<file path="src/rtl/eth_rx_parser.sv">
// eth_rx_parser: filters RMII frames by dst MAC/EtherType, buffers one payload, and checks the FCS.
// Define ETH_RX_CRC_CHECK_EN to enable the FCS check; without it, every well-formed frame is accepted.
module eth_rx_parser #(
  parameter logic [47:0] LOCAL_MAC   = 48'h02_00_00_00_00_01,
  parameter logic [15:0] ETHERTYPE   = 16'h88B5,
  parameter int          MAX_PAYLOAD = 64
) (
  input  logic                             clk50,
  input  logic                             rst_n,
  input  logic [7:0]                       rx_byte,
  input  logic                             rx_byte_valid,
  input  logic                             frame_active,
  output logic                             pkt_valid,
  output logic [10:0]                      pkt_len,
  input  logic                             pkt_ack,
  input  logic [$clog2(MAX_PAYLOAD+4)-1:0] rd_addr,
  output logic [7:0]                       rd_data,
  output logic [7:0]                       cnt_rx_ok,
  output logic [7:0]                       cnt_crc_err,
  output logic [7:0]                       cnt_drop
);
  localparam int DEPTH = MAX_PAYLOAD + 4;
  localparam int AW = $clog2(DEPTH);
  localparam int WW = $clog2(DEPTH + 2);
  localparam logic [WW-1:0] DEPTH_W = WW'(DEPTH);

  typedef enum logic [2:0] {WAIT_IDLE, IDLE, HDR, DATA, CHECK, HOLD, DISCARD} state_t;

  state_t         state_q, state_d;
  logic           fa_q, busy_q, busy_d, drop_pend_q, drop_pend_d;
  logic           ucast_q, ucast_d, bcast_q, bcast_d, type_ok_q, type_ok_d;
  logic [3:0]     hcnt_q, hcnt_d;
  logic [WW-1:0]  wcnt_q, wcnt_d;
  logic           pkt_valid_q, pkt_valid_d;
  logic [10:0]    pkt_len_q, pkt_len_d;
  logic [7:0]     rd_data_q, rd_data_d;
  logic [7:0]     cnt_rx_ok_q, cnt_rx_ok_d, cnt_crc_err_q, cnt_crc_err_d, cnt_drop_q, cnt_drop_d;
  logic [7:0]     mem_q [DEPTH];
  logic           rise, fall, byte_en, start, wr_en, crc_ok, inc_ok, inc_crc, inc_drop;

  assign rise    = frame_active & ~fa_q;
  assign fall    = ~frame_active & fa_q;
  // A byte arriving on the cycle frame_active drops still belongs to the frame.
  assign byte_en = rx_byte_valid & (frame_active | fa_q);

`ifdef ETH_RX_CRC_CHECK_EN
  logic [31:0] crc_q, crc_d;

  function automatic logic [31:0] crc_step(input logic [31:0] c, input logic [7:0] b);
    logic [31:0] r;
    r = c ^ {24'd0, b};
    for (int i = 0; i < 8; i++) r = r[0] ? (r >> 1) ^ 32'hEDB88320 : r >> 1;
    return r;
  endfunction

  always_comb begin
    crc_d = crc_q;
    if (start) crc_d = '1;
    else if (byte_en && (state_q == HDR || state_q == DATA)) crc_d = crc_step(crc_q, rx_byte);
  end

  assign crc_ok = crc_q == 32'hDEBB20E3;

  always_ff @(posedge clk50) crc_q <= !rst_n ? '1 : crc_d;
`else
  assign crc_ok = 1'b1;
`endif

  always_comb begin
    state_d     = state_q;
    busy_d      = busy_q;
    drop_pend_d = 1'b0;
    ucast_d     = ucast_q;
    bcast_d     = bcast_q;
    type_ok_d   = type_ok_q;
    hcnt_d      = hcnt_q;
    wcnt_d      = wcnt_q;
    pkt_valid_d = pkt_valid_q;
    pkt_len_d   = pkt_len_q;
    start       = 1'b0;
    wr_en       = 1'b0;
    inc_ok      = 1'b0;
    inc_crc     = 1'b0;
    inc_drop    = drop_pend_q;
    case (state_q)
      WAIT_IDLE: state_d = frame_active ? WAIT_IDLE : IDLE;
      IDLE:      start = rise;
      HDR:
        if (fall) begin
          state_d     = IDLE;
          drop_pend_d = 1'b1;
        end else if (byte_en) begin
          hcnt_d = hcnt_q + 1'b1;
          if (hcnt_q < 4'd6) begin
            ucast_d = ucast_q & (rx_byte == LOCAL_MAC[8*(3'd5 - hcnt_q[2:0]) +: 8]);
            bcast_d = bcast_q & (rx_byte == 8'hFF);
          end
          if (hcnt_q == 4'd5 && !(ucast_d || bcast_d)) state_d = DISCARD;
          if (hcnt_q == 4'd12) type_ok_d = rx_byte == ETHERTYPE[15:8];
          if (hcnt_q == 4'd13) begin
            state_d = (type_ok_q && rx_byte == ETHERTYPE[7:0]) ? DATA : DISCARD;
            wcnt_d  = '0;
          end
        end
      DATA: begin
        if (byte_en) begin
          wcnt_d = wcnt_q + 1'b1;
          wr_en  = wcnt_q < DEPTH_W;
          if (wcnt_q == DEPTH_W) state_d = DISCARD;
        end
        if (fall) state_d = CHECK;
      end
      CHECK: begin
        if (wcnt_q < WW'(5) || wcnt_q > DEPTH_W) inc_drop = 1'b1;
        else if (!crc_ok) inc_crc = 1'b1;
        else begin
          inc_ok      = 1'b1;
          pkt_valid_d = 1'b1;
          pkt_len_d   = 11'(wcnt_q) - 11'd4;
        end
        state_d = inc_ok ? HOLD : IDLE;
        busy_d  = inc_ok & rise;
        start   = ~inc_ok & rise;
      end
      HOLD: begin
        if (rise) busy_d = 1'b1;
        if (fall && busy_q) begin
          busy_d      = 1'b0;
          drop_pend_d = 1'b1;
        end
        if (pkt_ack) begin
          pkt_valid_d = 1'b0;
          busy_d      = 1'b0;
          state_d     = frame_active ? DISCARD : IDLE;
        end
      end
      DISCARD:
        if (fall) begin
          state_d     = IDLE;
          drop_pend_d = 1'b1;
        end
      default: state_d = WAIT_IDLE;
    endcase
    if (start) begin
      state_d = HDR;
      hcnt_d  = '0;
      ucast_d = 1'b1;
      bcast_d = 1'b1;
    end
    rd_data_d     = (32'(rd_addr) < DEPTH) ? mem_q[rd_addr] : 8'd0;
    cnt_rx_ok_d   = cnt_rx_ok_q + 8'(inc_ok && cnt_rx_ok_q != 8'hFF);
    cnt_crc_err_d = cnt_crc_err_q + 8'(inc_crc && cnt_crc_err_q != 8'hFF);
    cnt_drop_d    = cnt_drop_q + 8'(inc_drop && cnt_drop_q != 8'hFF);
  end

  always_ff @(posedge clk50) if (wr_en) mem_q[wcnt_q[AW-1:0]] <= rx_byte;

  always_ff @(posedge clk50) begin
    if (!rst_n) begin
      state_q       <= WAIT_IDLE;
      fa_q          <= 1'b0;
      busy_q        <= 1'b0;
      drop_pend_q   <= 1'b0;
      ucast_q       <= 1'b0;
      bcast_q       <= 1'b0;
      type_ok_q     <= 1'b0;
      hcnt_q        <= '0;
      wcnt_q        <= '0;
      pkt_valid_q   <= 1'b0;
      pkt_len_q     <= '0;
      rd_data_q     <= '0;
      cnt_rx_ok_q   <= '0;
      cnt_crc_err_q <= '0;
      cnt_drop_q    <= '0;
    end else begin
      state_q       <= state_d;
      fa_q          <= frame_active;
      busy_q        <= busy_d;
      drop_pend_q   <= drop_pend_d;
      ucast_q       <= ucast_d;
      bcast_q       <= bcast_d;
      type_ok_q     <= type_ok_d;
      hcnt_q        <= hcnt_d;
      wcnt_q        <= wcnt_d;
      pkt_valid_q   <= pkt_valid_d;
      pkt_len_q     <= pkt_len_d;
      rd_data_q     <= rd_data_d;
      cnt_rx_ok_q   <= cnt_rx_ok_d;
      cnt_crc_err_q <= cnt_crc_err_d;
      cnt_drop_q    <= cnt_drop_d;
    end
  end

  assign pkt_valid   = pkt_valid_q;
  assign pkt_len     = pkt_len_q;
  assign rd_data     = rd_data_q;
  assign cnt_rx_ok   = cnt_rx_ok_q;
  assign cnt_crc_err = cnt_crc_err_q;
  assign cnt_drop    = cnt_drop_q;
endmodule

</file>
<file path="config.mk">
export PLATFORM = sky130hd
export DESIGN_NAME = eth_rx_parser
export DESIGN_NICKNAME = d
export VERILOG_FILES = /design/src/rtl/eth_rx_parser.sv
export SDC_FILE = /design/constraint.sdc
export NUM_CORES = 1
export LEC_CHECK = 0
export CAP_MARGIN = 20
export CORE_MARGIN = 1.5
export CORE_UTILIZATION = 27
export DETAILED_ROUTE_END_ITERATION = 12
export GPL_TIMING_DRIVEN = 0
export PLACE_DENSITY = 0.53
export REMOVE_ABC_BUFFERS = 1
export SETUP_SLACK_MARGIN = 0.02
export SYNTH_ARGS = -nofsm -noshare
export SYNTH_HDL_FRONTEND = slang
export SYNTH_SLANG_ARGS = --single-unit
export TNS_END_PERCENT = 20
</file>
<file path="constraint.sdc">
create_clock -name clk50 -period 2.35 [get_ports clk50]
set_clock_uncertainty 0.1 [all_clocks]
set_input_delay 0.235 -clock clk50 [delete_from_list [all_inputs] [get_ports clk50]]
set_output_delay 0.235 -clock clk50 [all_outputs]
set_load 0.02 [all_outputs]
</file>
==> metrics.md <==
| Metric | Value |
|---|---|
| Status | finished with violations |
| Failing checks | design-rule violations, negative setup slack |
| GRT overflow | 0 |
| I/O pins | 64 |
| Post-synthesis sequential area ratio | 71.8% |
| Die W | 303 um |
| Int Pwr | 0.0174 W |
| Yosys cell types | 77 |
| Maxcap violations | 0 |
| Die Y | approximately 300 um |
| Antenna viol nets, final | 0 |
| DR iter-0 viols | 1,242 |
| PD cells | 741 nW/um2 |
| Critical path endpoint category | register |
| Crit Path Category | reg2reg |
| Clk pwr share | between 40 and 50% |
| Top FF cell, synth | edfxtp_1 |
| Final GP Congestion | about 0.80 |
| Aggregate global-route resource usage | 12.8% |
| CTS H-tree depth | 2 |
| Combinational family with the most area after synthesis | multiplexers |
| Routed vias | 13,159 |
| Post-synth top area share | 67.4% |
| VDD IR-drop max | 0.531 mV |
| Power, Total | 0.0223 W |
| Row count | 109 |
| Post-synthesis adder-cell area fraction | 0.723% |
| Core area | a little under 90,000 um2 |
| Largest cells by area after synthesis | edfxtp_1 (67%), mux4_2 (7.7%), dfxtp_1 (4.4%) |
| Flop pwr share | 52.7% |
| First-pass GRT wire length | between 80,000 and 90,000 um |
| Switching Power | 0.00490 W |
| Clock root buffer | clkbuf_16 |
| Post-Synth Simple-Gate Area | 5.64% |
| Drt pass-1 iters | 9 |
| Post-DP HPWL | 35,800 um |
| Buffers on Ports | 55 |
| Syn. warnings | 0 |
| Largest net degree at the start of global routing | a little over 80 |
| Mux contribution to synthesized area | 13.6% |
| Clk_lat worst skew | roughly 0.63 ns |
| TritonCTS clock tree | built |
| Crit path launch type | register |
| Area Growth Syn to Fin | 24.0% |
| Achievable Freq | approximately 0.42 GHz |
| Worst Hold Class | in2reg |
| WL/cell | 21.9 um |
| Die ar. | 91,600 um2 |
| Mean number of vias per cell | 4.80 |
| Clock slew at reported path FFs | 0.07 ns |
| Setup ws final | -0.0250 ns |
| Post-layout min period | 2.37 ns |
| CTS Buf Count | 56 |
| Initial antenna violation count | 1 |
| Sw frac | 22.0% |
| NumNets Final | 1,570 |
| # diodes | 0 |
| Total routed wirelength | about 60,000 um |
| Post-route insts no fill | 2,741 |
| Post-synthesis register bit count | around 600 |
| Setup Viol. Count Final | 17 |
| Synth Area in Compound Gates | 5.26% |
| Max_slew headroom | 27.2% |
| WP data arrival | 2.59 ns |
| Final Max Slew Viols | 0 |
| Leading area contributor after synthesis | edfxtp_1 |
| Crit path max fanout | 10 |
| Unrepaired setup endpoints after global routing | yes |
| Leakage power | 9.51 nW |
| Cell total after placement | 2,540 |
| Final Cycle Share | 101% |
| Synth async-reset ratio | 0% |
| Mapped Area | between 20,000 and 25,000 um2 |
| Drt drc | 5 |
| Combinational cell fraction of total power | 6.4% |
| Layout cell share with drive strength beyond 1 | 29.4% |
| Clock sink count | 597 |
| Initial Util | between 20% and 30% |
| Post-synth EDFFs | around 540 |
| Worst-Margin Slew | 1.09 ns |
| Max Buffers Root-to-Sink | 3 |
| Number of global-route vias before repair | between 10,000 and 15,000 |
| Final Hold Fails | 0 |
| XOR/XNOR share of the synthesized area | less than 1% |
| CP required | approximately 2.6 ns |
| Syn Inst Count | ~1,400 |
| Avg Inst Size Synth | around 18 um2 |
## path summary, 6_finish.rpt
kind / startpoint / to / slack (ns) / cells past startpoint
worst max-delay path: state_q[1] / mem_q[27][1] / -0.02 / 9
worst min-delay path: rx_byte[2] / mem_q[8][2] / 0.03 / 1
worst max register to register: state_q[1] / mem_q[27][1] / -0.02 / 9
worst min register to register: type_ok_q / type_ok_q / 0.38 / 2
## per-layer routing
layer | vias up | global-route usage (%) | routed length (um)
li1 | 5843 | - | -
met1 | 6844 | 18.2 | 26800
met2 | 407 | 20.4 | 27800
met3 | 65 | 2.36 | 4300
met4 | 0 | 3.04 | 973
met5 | - | 0 | 0
## through the flow
| stage | setup WS, ns | TNS, ns | area [um2] | hold WS (ns) | util, % |
|---|---|---|---|---|---|
| after floorplan | -0.161 | -27.98 | 23700 | 0.234 | - |
| after global placement | -10.37 | -1133.16 | 25700 | 0.369 | 29.0 |
| after detailed placement | -1.54 | -573.90 | 26000 | 0.371 | 29.3 |
| after CTS | -0.211 | -5.25 | 29300 | 0.0194 | 33.1 |
| after global routing | -0.114 | -6.24 | 30000 | 0.0530 | 33.9 |
| final | -0.0250 | -0.209 | 30000 | 0.0304 | 33.9 |
## sequential cells by signal, indices dropped and copies added (netlist names)
signal       flops
mem_q          544
cnt_drop         8
cnt_rx_ok        8
pkt_len          8
rd_data          8
wcnt_q           7
hcnt_q           4
state_q          3
bcast_q          1
busy_q           1
drop_pend_q      1
fa_q             1
pkt_valid        1
type_ok_q        1
ucast_q          1
## synthesized netlist by cell type, types with 22 or more instances
master    instances
edfxtp_1        544
nor2_1          100
mux4_2           83
mux2i_1          67
dfxtp_1          53
nand2_1          47
a21oi_1          44
o21ai_0          36
mux2_2           29
nand3_1          25
clkbuf_1         24
and2_1           22
## critical path: stages (launching register included)
cell and delay, ns:
dfxtp_4 0.40, nor2b_2 0.20, nand2_2 0.10, or2_4 0.30, nor3_4 0.20, buf_4 0.19
nand3_4 0.08, buf_12 0.16, nor2_4 0.13, buf_4 0.20
## layout by cell type (no fill, tap or decap), types with 21 or more instances in the layout
cell / netlist / final
edfxtp_1: 544 / 544
mux4_2: 83 / 84
nor2_4: 0 / 70
mux2i_1: 67 / 67
clkbuf_16: 0 / 59
buf_4: 16 / 59
buf_12: 3 / 46
a21oi_1: 44 / 44
dfxtp_1: 53 / 41
nand2_1: 47 / 39
clkdlybuf4s50_1: 0 / 39
o21ai_0: 36 / 36
mux2_2: 29 / 29
nor2_1: 100 / 25
and2_1: 22 / 21
## power by group through the flow
| stage | logic [W] | registers (W) | clock network (W) |
|---|---|---|---|
| finish | 0.00143 | 0.0117 | 0.00910 |
| CTS | 0.00139 | 0.0117 | 0.00928 |
| detailed placement | 0.00135 | 0.0119 | 0 |
| global placement | 0.00148 | 0.0120 | 0 |
| global route | 0.00155 | 0.0117 | 0.00969 |
| floorplan | 0.000637 | 0.0119 | 0 |
## what timing repair did
action	in CTS	in global routing
hold buffers	1	0
cloned	0	2
setup buffers	70	28
endpoints found under the hold margin	14	0
gates resized for setup	195	64
pin swaps	50	30
setup endpoints to repair	577	540
## logic make-up after synthesis
family	count (synthesis)
AND/OR/NAND/NOR	277
AO/OA/AOI/OAI	189
buffers and inverters	92
multiplexers	195
flip-flops	597
other	1
adder cells (fa/ha/maj)	14
XOR/XNOR	13
## cell type report
class                   instances  area [um2]
fillers                      8366       58600
flip-flops and latches        597       17400
multi-input cells             696        7140
repair buffers                172        2150
well taps                    1165        1460
clock buffers                  65        1460
clock inverters                33         343
inverters                      13        58.8
No activity file was read; power rests on OpenSTA's default activity.
